`src/rtl/pipe_hazard_ctrl.sv`:
```
// Hazard/stall/flush scheduler for the 5-stage RV32 pipeline: RAW detection, ID forwarding,
// branch redirect and halt-drain sequencing. Optional perf counters behind `PERF_CNT_EN`.
module pipe_hazard_ctrl #(
  parameter int unsigned CNT_W     = 32,
  parameter int unsigned REDIR_CYC = 1
) (
  input  logic       clk,
  input  logic       rst_n,
  input  logic       id_valid,
  input  logic [4:0] id_rs1,
  input  logic [4:0] id_rs2,
  input  logic       id_use_rs1,
  input  logic       id_use_rs2,
  input  logic       id_is_branch,
  input  logic       id_take,
  input  logic       id_halt_req,
  input  logic       ex_valid,
  input  logic       ex_regwrite,
  input  logic       ex_memread,
  input  logic [4:0] ex_rd,
  input  logic       mem_valid,
  input  logic       mem_regwrite,
  input  logic       mem_memread,
  input  logic [4:0] mem_rd,
  input  logic       wb_valid,
  input  logic       wb_regwrite,
  input  logic [4:0] wb_rd,
  input  logic       ex_busy,
  input  logic       resume,
  output logic       stall_if,
  output logic       stall_id,
  output logic       bubble_ex,
  output logic       flush_if,
  output logic [1:0] fwd_rs1,
  output logic [1:0] fwd_rs2,
  output logic       halted,
`ifdef PERF_CNT_EN
  output logic [CNT_W-1:0] perf_stall,
  output logic [CNT_W-1:0] perf_flush,
  output logic [CNT_W-1:0] perf_halt_cyc,
`endif
  output logic [1:0] state
);

  localparam int unsigned RCNT_W = 2;
  localparam logic [RCNT_W-1:0] REDIR_LOAD = RCNT_W'(REDIR_CYC - 1);

  typedef enum logic [1:0] {
    ST_RUN    = 2'd0,
    ST_REDIR  = 2'd1,
    ST_DRAIN  = 2'd2,
    ST_HALTED = 2'd3
  } state_e;

  state_e            state_q, state_d;
  logic [RCNT_W-1:0] redir_cnt_q, redir_cnt_d;
  logic              halted_q, halted_d;

  function automatic logic src_match(input logic use_r, input logic [4:0] r,
                                     input logic pvalid, input logic pwrite,
                                     input logic [4:0] prd);
    return use_r && (r != 5'd0) && pvalid && pwrite && (prd == r);
  endfunction

  logic ex_m1, ex_m2, mem_m1, mem_m2, wb_m1, wb_m2;
  logic haz;

  // Producer matches and RAW hazard against the ID operands.
  always_comb begin
    ex_m1  = src_match(id_use_rs1, id_rs1, ex_valid,  ex_regwrite,  ex_rd);
    ex_m2  = src_match(id_use_rs2, id_rs2, ex_valid,  ex_regwrite,  ex_rd);
    mem_m1 = src_match(id_use_rs1, id_rs1, mem_valid, mem_regwrite, mem_rd);
    mem_m2 = src_match(id_use_rs2, id_rs2, mem_valid, mem_regwrite, mem_rd);
    wb_m1  = src_match(id_use_rs1, id_rs1, wb_valid,  wb_regwrite,  wb_rd);
    wb_m2  = src_match(id_use_rs2, id_rs2, wb_valid,  wb_regwrite,  wb_rd);
    haz = id_valid && (((ex_m1 || ex_m2) && (ex_memread || id_is_branch)) ||
                       ((mem_m1 || mem_m2) && mem_memread && id_is_branch));
  end

  // Forwarding select: a non-load MEM result is youngest, so it wins over WB.
  always_comb begin
    fwd_rs1 = 2'b00;
    fwd_rs2 = 2'b00;
    if (mem_m1 && !mem_memread) fwd_rs1 = 2'b01;
    else if (wb_m1)             fwd_rs1 = 2'b10;
    if (mem_m2 && !mem_memread) fwd_rs2 = 2'b01;
    else if (wb_m2)             fwd_rs2 = 2'b10;
  end

  // Scheduler next-state and pipeline control.
  always_comb begin
    state_d     = state_q;
    redir_cnt_d = redir_cnt_q;
    stall_if    = 1'b0;
    stall_id    = 1'b0;
    bubble_ex   = 1'b0;
    flush_if    = 1'b0;
    unique case (state_q)
      ST_RUN: begin
        if (ex_busy) begin
          stall_if = 1'b1;
          stall_id = 1'b1;
        end else if (haz) begin
          stall_if  = 1'b1;
          stall_id  = 1'b1;
          bubble_ex = 1'b1;
        end else if (id_valid && id_take) begin
          flush_if    = 1'b1;
          redir_cnt_d = REDIR_LOAD;
          if (REDIR_CYC > 1) state_d = ST_REDIR;
        end else if (id_valid && id_halt_req) begin
          // Halt instruction is held in ID and never issued.
          stall_if  = 1'b1;
          stall_id  = 1'b1;
          bubble_ex = 1'b1;
          state_d   = ST_DRAIN;
        end
      end
      ST_REDIR: begin
        flush_if = 1'b1;
        if (redir_cnt_q <= RCNT_W'(1)) begin
          redir_cnt_d = '0;
          state_d     = ST_RUN;
        end else begin
          redir_cnt_d = redir_cnt_q - RCNT_W'(1);
        end
      end
      ST_DRAIN: begin
        stall_if  = 1'b1;
        stall_id  = 1'b1;
        bubble_ex = 1'b1;
        if (!(ex_valid || mem_valid || wb_valid || ex_busy)) state_d = ST_HALTED;
      end
      ST_HALTED: begin
        stall_if  = 1'b1;
        bubble_ex = 1'b1;
        if (resume) begin
          // PC stays held; IF/ID is overwritten with a bubble to retire the halt.
          flush_if = 1'b1;
          state_d  = ST_RUN;
        end else begin
          stall_id = 1'b1;
        end
      end
      default: state_d = ST_RUN;
    endcase
    halted_d = (state_d == ST_HALTED);
  end

  always_ff @(posedge clk or negedge rst_n) begin
    if (!rst_n) begin
      state_q     <= ST_RUN;
      redir_cnt_q <= '0;
      halted_q    <= 1'b0;
    end else begin
      state_q     <= state_d;
      redir_cnt_q <= redir_cnt_d;
      halted_q    <= halted_d;
    end
  end

  assign halted = halted_q;
  assign state  = state_q;

`ifdef PERF_CNT_EN
  logic [CNT_W-1:0] perf_stall_q, perf_stall_d;
  logic [CNT_W-1:0] perf_flush_q, perf_flush_d;
  logic [CNT_W-1:0] perf_halt_q,  perf_halt_d;

  // Saturating event counters.
  always_comb begin
    perf_stall_d = perf_stall_q;
    perf_flush_d = perf_flush_q;
    perf_halt_d  = perf_halt_q;
    if ((state_q == ST_RUN) && stall_id && (perf_stall_q != '1))
      perf_stall_d = perf_stall_q + CNT_W'(1);
    if (flush_if && (perf_flush_q != '1))
      perf_flush_d = perf_flush_q + CNT_W'(1);
    if ((state_q == ST_HALTED) && (perf_halt_q != '1))
      perf_halt_d = perf_halt_q + CNT_W'(1);
  end

  always_ff @(posedge clk or negedge rst_n) begin
    if (!rst_n) begin
      perf_stall_q <= '0;
      perf_flush_q <= '0;
      perf_halt_q  <= '0;
    end else begin
      perf_stall_q <= perf_stall_d;
      perf_flush_q <= perf_flush_d;
      perf_halt_q  <= perf_halt_d;
    end
  end

  assign perf_stall    = perf_stall_q;
  assign perf_flush    = perf_flush_q;
  assign perf_halt_cyc = perf_halt_q;
`endif

endmodule

```
`config.mk`:
```
export PLATFORM = sky130hd
export DESIGN_NAME = pipe_hazard_ctrl
export DESIGN_NICKNAME = d
export VERILOG_FILES = /design/src/rtl/pipe_hazard_ctrl.sv
export SDC_FILE = /design/constraint.sdc
export NUM_CORES = 1
export LEC_CHECK = 0
export ABC_AREA = 1
export BUFFER_PORTS_ARGS = -buffer_cell sky130_fd_sc_hd__buf_4
export CAP_MARGIN = 20
export CORE_UTILIZATION = 43
export CTS_CLUSTER_SIZE = 8
export DETAILED_ROUTE_END_ITERATION = 10
export GPL_TIMING_DRIVEN = 0
export PLACE_DENSITY_LB_ADDON = 0.3
export SYNTH_ARGS = -nofsm -noshare
export SYNTH_HDL_FRONTEND = slang
export SYNTH_SLANG_ARGS = --single-unit
```
`constraint.sdc`:
```
create_clock -name clk -period 1.2 [get_ports clk]
set_input_delay 0 -clock clk [delete_from_list [all_inputs] [get_ports clk]]
set_output_delay 0 -clock clk [all_outputs]
set_load 0.05 [all_outputs]
```
==> impl_metrics.env <==
export IMPL_drv_slew=0
export IMPL_synth_area_sq_um=870
export IMPL_final_hold_violation_count=0
export IMPL_required_ns=1.20
export IMPL_synth_nets=202
export IMPL_max_slew_margin_rel_pct=78.5
export IMPL_cap_violations=0
export IMPL_die_x_um=47.0
export IMPL_yosysWarnings=0
export IMPL_antenna_found_initial=0
export IMPL_grt_pass1_vias=1146
export IMPL_syn_to_final_growth_pct=81.9
export IMPL_cp_data_arrival_time_ns=1.30
export IMPL_portBuffers=53
export IMPL_synth_seq_cells=5
export IMPL_post_route_min_period_ns=1.30
export IMPL_finClkSkew_ns=0.00627
export IMPL_core_area_sq_um=1800
export IMPL_p_comb_share_pct=67.3
export IMPL_critPathMaxFanout=6
export IMPL_routed_wl_mm=3.82
export IMPL_tritoncts="built"
export IMPL_cpMaxStageDelayCell="xor2_1"
export IMPL_total_power_mw=1.47
export IMPL_cp_start_kind="input pin"
export IMPL_peakVddDrop_uv=1050
export IMPL_crit_buf_inv=3
export IMPL_max_freq_ghz=0.772
export IMPL_status="finished, violations left"
export IMPL_drive_above_1_share_pct=49.3
export IMPL_crit_path_max_incr_delay_ns=0.16
export IMPL_p_sw_mw=0.744
export IMPL_switching_share_pct=50.5
export IMPL_final_nets=269
export IMPL_postLayoutCoreUtil_pct=87.8
export IMPL_synth_sequential_area_ratio_pct=14.4
export IMPL_rr_worst_depth=6
export IMPL_postSynthAreaPerCell_sq_um=5.47
export IMPL_initial_core_util_pct=48.3
export IMPL_cts_root_buffer="clkbuf_4"
export IMPL_rsz0062_at_grt="true"
export IMPL_holdWs_ns=0.0939
export IMPL_crit_cells=12
export IMPL_dp_hpwl_mm=2.42
export IMPL_clock_sinks=5
export IMPL_cts_buffer_depth=2
export IMPL_grt_use_total_pct=28.1
export IMPL_grt_pass1_wl_mm=4.49
export IMPL_crit_family="simple AND/OR/NAND/NOR gates"
export IMPL_dp_cells=237
export IMPL_crit_chain="buf_4 > xor2_1 > nor2_1 > nand3_1 > nand2_2 > nand2_2 > nand2_2 > nand2_2 > nand3_2 > nand2_1 > inv_1 > buf_6"
export IMPL_min_period_over_period_pct=108
export IMPL_worst_setup_path_end_kind="output pin"
export IMPL_drt_pass1_iter_count=4
export IMPL_die_y_um=47.0
export IMPL_rows=15
export IMPL_setup_tns_ns=-0.403
export IMPL_clock_power_share_pct=13.5
export IMPL_dieArea_sq_um=2210
export IMPL_cts_htree_levels=1
export IMPL_clk_latency_ns=0.24
export IMPL_wl_per_cell_um=15.3
export IMPL_pwr_density_cell_nw_per_um2=931
export IMPL_yosysUniqueCellTypes=27
export IMPL_worst_setup_hold_path_clk_slew_ns=0.05
export IMPL_syn_inst=159
export IMPL_grt_max_degree=7
export IMPL_setup_viol=7
export IMPL_grt_overflow=0
export IMPL_p_int_mw=0.729
export IMPL_power_leakage_nw=0.877
export IMPL_via_per_inst=5.65
export IMPL_n_antenna_cell=0
export IMPL_seq_power_share_pct=19.2
export IMPL_fin_ws_ns=-0.0954
export IMPL_tightest_slew_ns=0.323
export IMPL_cts_made_buffers=3
export IMPL_failed_checks="setup timing"
export IMPL_drtAntennaViolNets=0
export IMPL_post_route_drc_count=0
export IMPL_hp_class="input pin to async pin"
export IMPL_criticalPathCategory="input pin to output pin"
export IMPL_drt_iter0_drc=96
export IMPL_globalplace_congestion=0.890
export IMPL_cpMostUsedCell="nand2_2"
export IMPL_stdcell_count=250
export IMPL_io_pins=54
export IMPL_routed_via_count=1412
-- cell families (layout without fill, tap and decap cells) --
group | count (synthesis) | count (layout) | share of synthesized area [%]
simple gates | 94 | 94 | 47.6
buf+inv | 32 | 98 | 13.8
compound gates | 19 | 19 | 15.1
xor+xnor | 9 | 9 | 9.07
flops | 5 | 5 | 14.4
-- cell usage in the layout (no fill, tap or decap), types with 2 or more instances in the layout --
cell type,n
nand3_2,6
dfrtp_2,2
a211oi_1,2
inv_1,17
nand2_2,11
clkbuf_4,3
xor2_1,6
inv_6,2
inv_2,12
o21ai_0,2
a21o_1,2
dfrtp_1,3
nand2_1,40
xnor2_1,3
buf_4,45
buf_6,14
nor3_1,2
nand4_1,3
nor2_4,3
a21oi_2,2
nor3_2,2
buf_8,2
o21ai_1,2
nor2_2,3
nand3_1,8
nor2_1,12
o22ai_1,2
-- path summary, 6_finish.rpt --
check	startpoint	to	slack (ns)
worst max-delay path	id_rs2[1]	stall_id	-0.1
worst min-delay path	rst_n	halted	0.09
worst max register to register	state[1]	redir_cnt_q[1]	-0.04
worst min register to register	redir_cnt_q[0]	redir_cnt_q[0]	0.53
max in group asynchronous	rst_n	state[1]	0.98
min in group clk	ex_busy	state[1]	0.16
-- state kept, by name, summed over array words and instances (netlist names) --
signal,flops
state,2
halted,1
redir_cnt_q,2
-- synth_stat cells (all sizes together) --
cell type / count / area (sq um)
nand2: 52 / 198
inv: 32 / 120
nor2: 18 / 67.6
nand3: 14 / 85.1
xor2: 6 / 52.6
dfrtp: 5 / 125
a21oi: 4 / 20.0
nor3: 4 / 25.0
o21ai: 4 / 20.0
nand4: 3 / 18.8
xnor2: 3 / 26.3
a211oi: 2 / 15.0
a21o: 2 / 15.0
o22ai: 2 / 12.5
a221oi: 1 / 8.76
a41o: 1 / 10.0
nand3b: 1 / 7.51
nor4: 1 / 6.26
o2111a: 1 / 11.3
o2111ai: 1 / 8.76
o211a: 1 / 10.0
or2: 1 / 6.26
-- metal layers --
| layer | GRT usage, % | up-vias | share of wire [%] | routed length [um] |
|---|---|---|---|---|
| met3 | 2.31 | 28 | 10 | 391 |
| met1 | 33.7 | 633 | 37 | 1430 |
| li1 | - | 640 | - | - |
| met4 | 7.43 | 0 | 4.2 | 162 |
| met2 | 53.1 | 111 | 48 | 1840 |
| met5 | 0 | - | 0 | 0 |
-- repair_timing --
item	CTS	global route
pin swaps	9	30
buffers inserted	5	3
hold endpoints to repair	5	0
resized for setup	14	45
hold buffers	1	0
endpoints found under the setup margin	5	6
-- power by group through the flow --
stage               Clock [mW]  Sequential [mW]  Combinational, mW
global placement             0            0.273              0.798
floorplan                    0            0.349              0.413
global route             0.208            0.287               1.03
detailed placement           0            0.276              0.812
finish                   0.198            0.283              0.991
CTS                      0.202            0.275              0.894
-- metrics by stage --
step | worst slack, ns | area (sq um)
global route | -0.149 | 1580
finish | -0.0954 | 1580
floorplan | -0.0428 | 891
CTS | -0.0522 | 1430
detailed placement | -0.0842 | 1320
global placement | -0.0551 | 1320
-- area by class of cell --
| class | instances | area (sq um) |
|---|---|---|
| Multi-Input combinational cell | 122 | 728 |
| Timing Repair Buffer | 62 | 536 |
| Fill cell | 100 | 220 |
| Inverter | 32 | 133 |
| Sequential cell | 5 | 128 |
| Tap cell | 25 | 31.3 |
| Clock buffer | 4 | 26.3 |
Power figures use the tool's default switching activity.
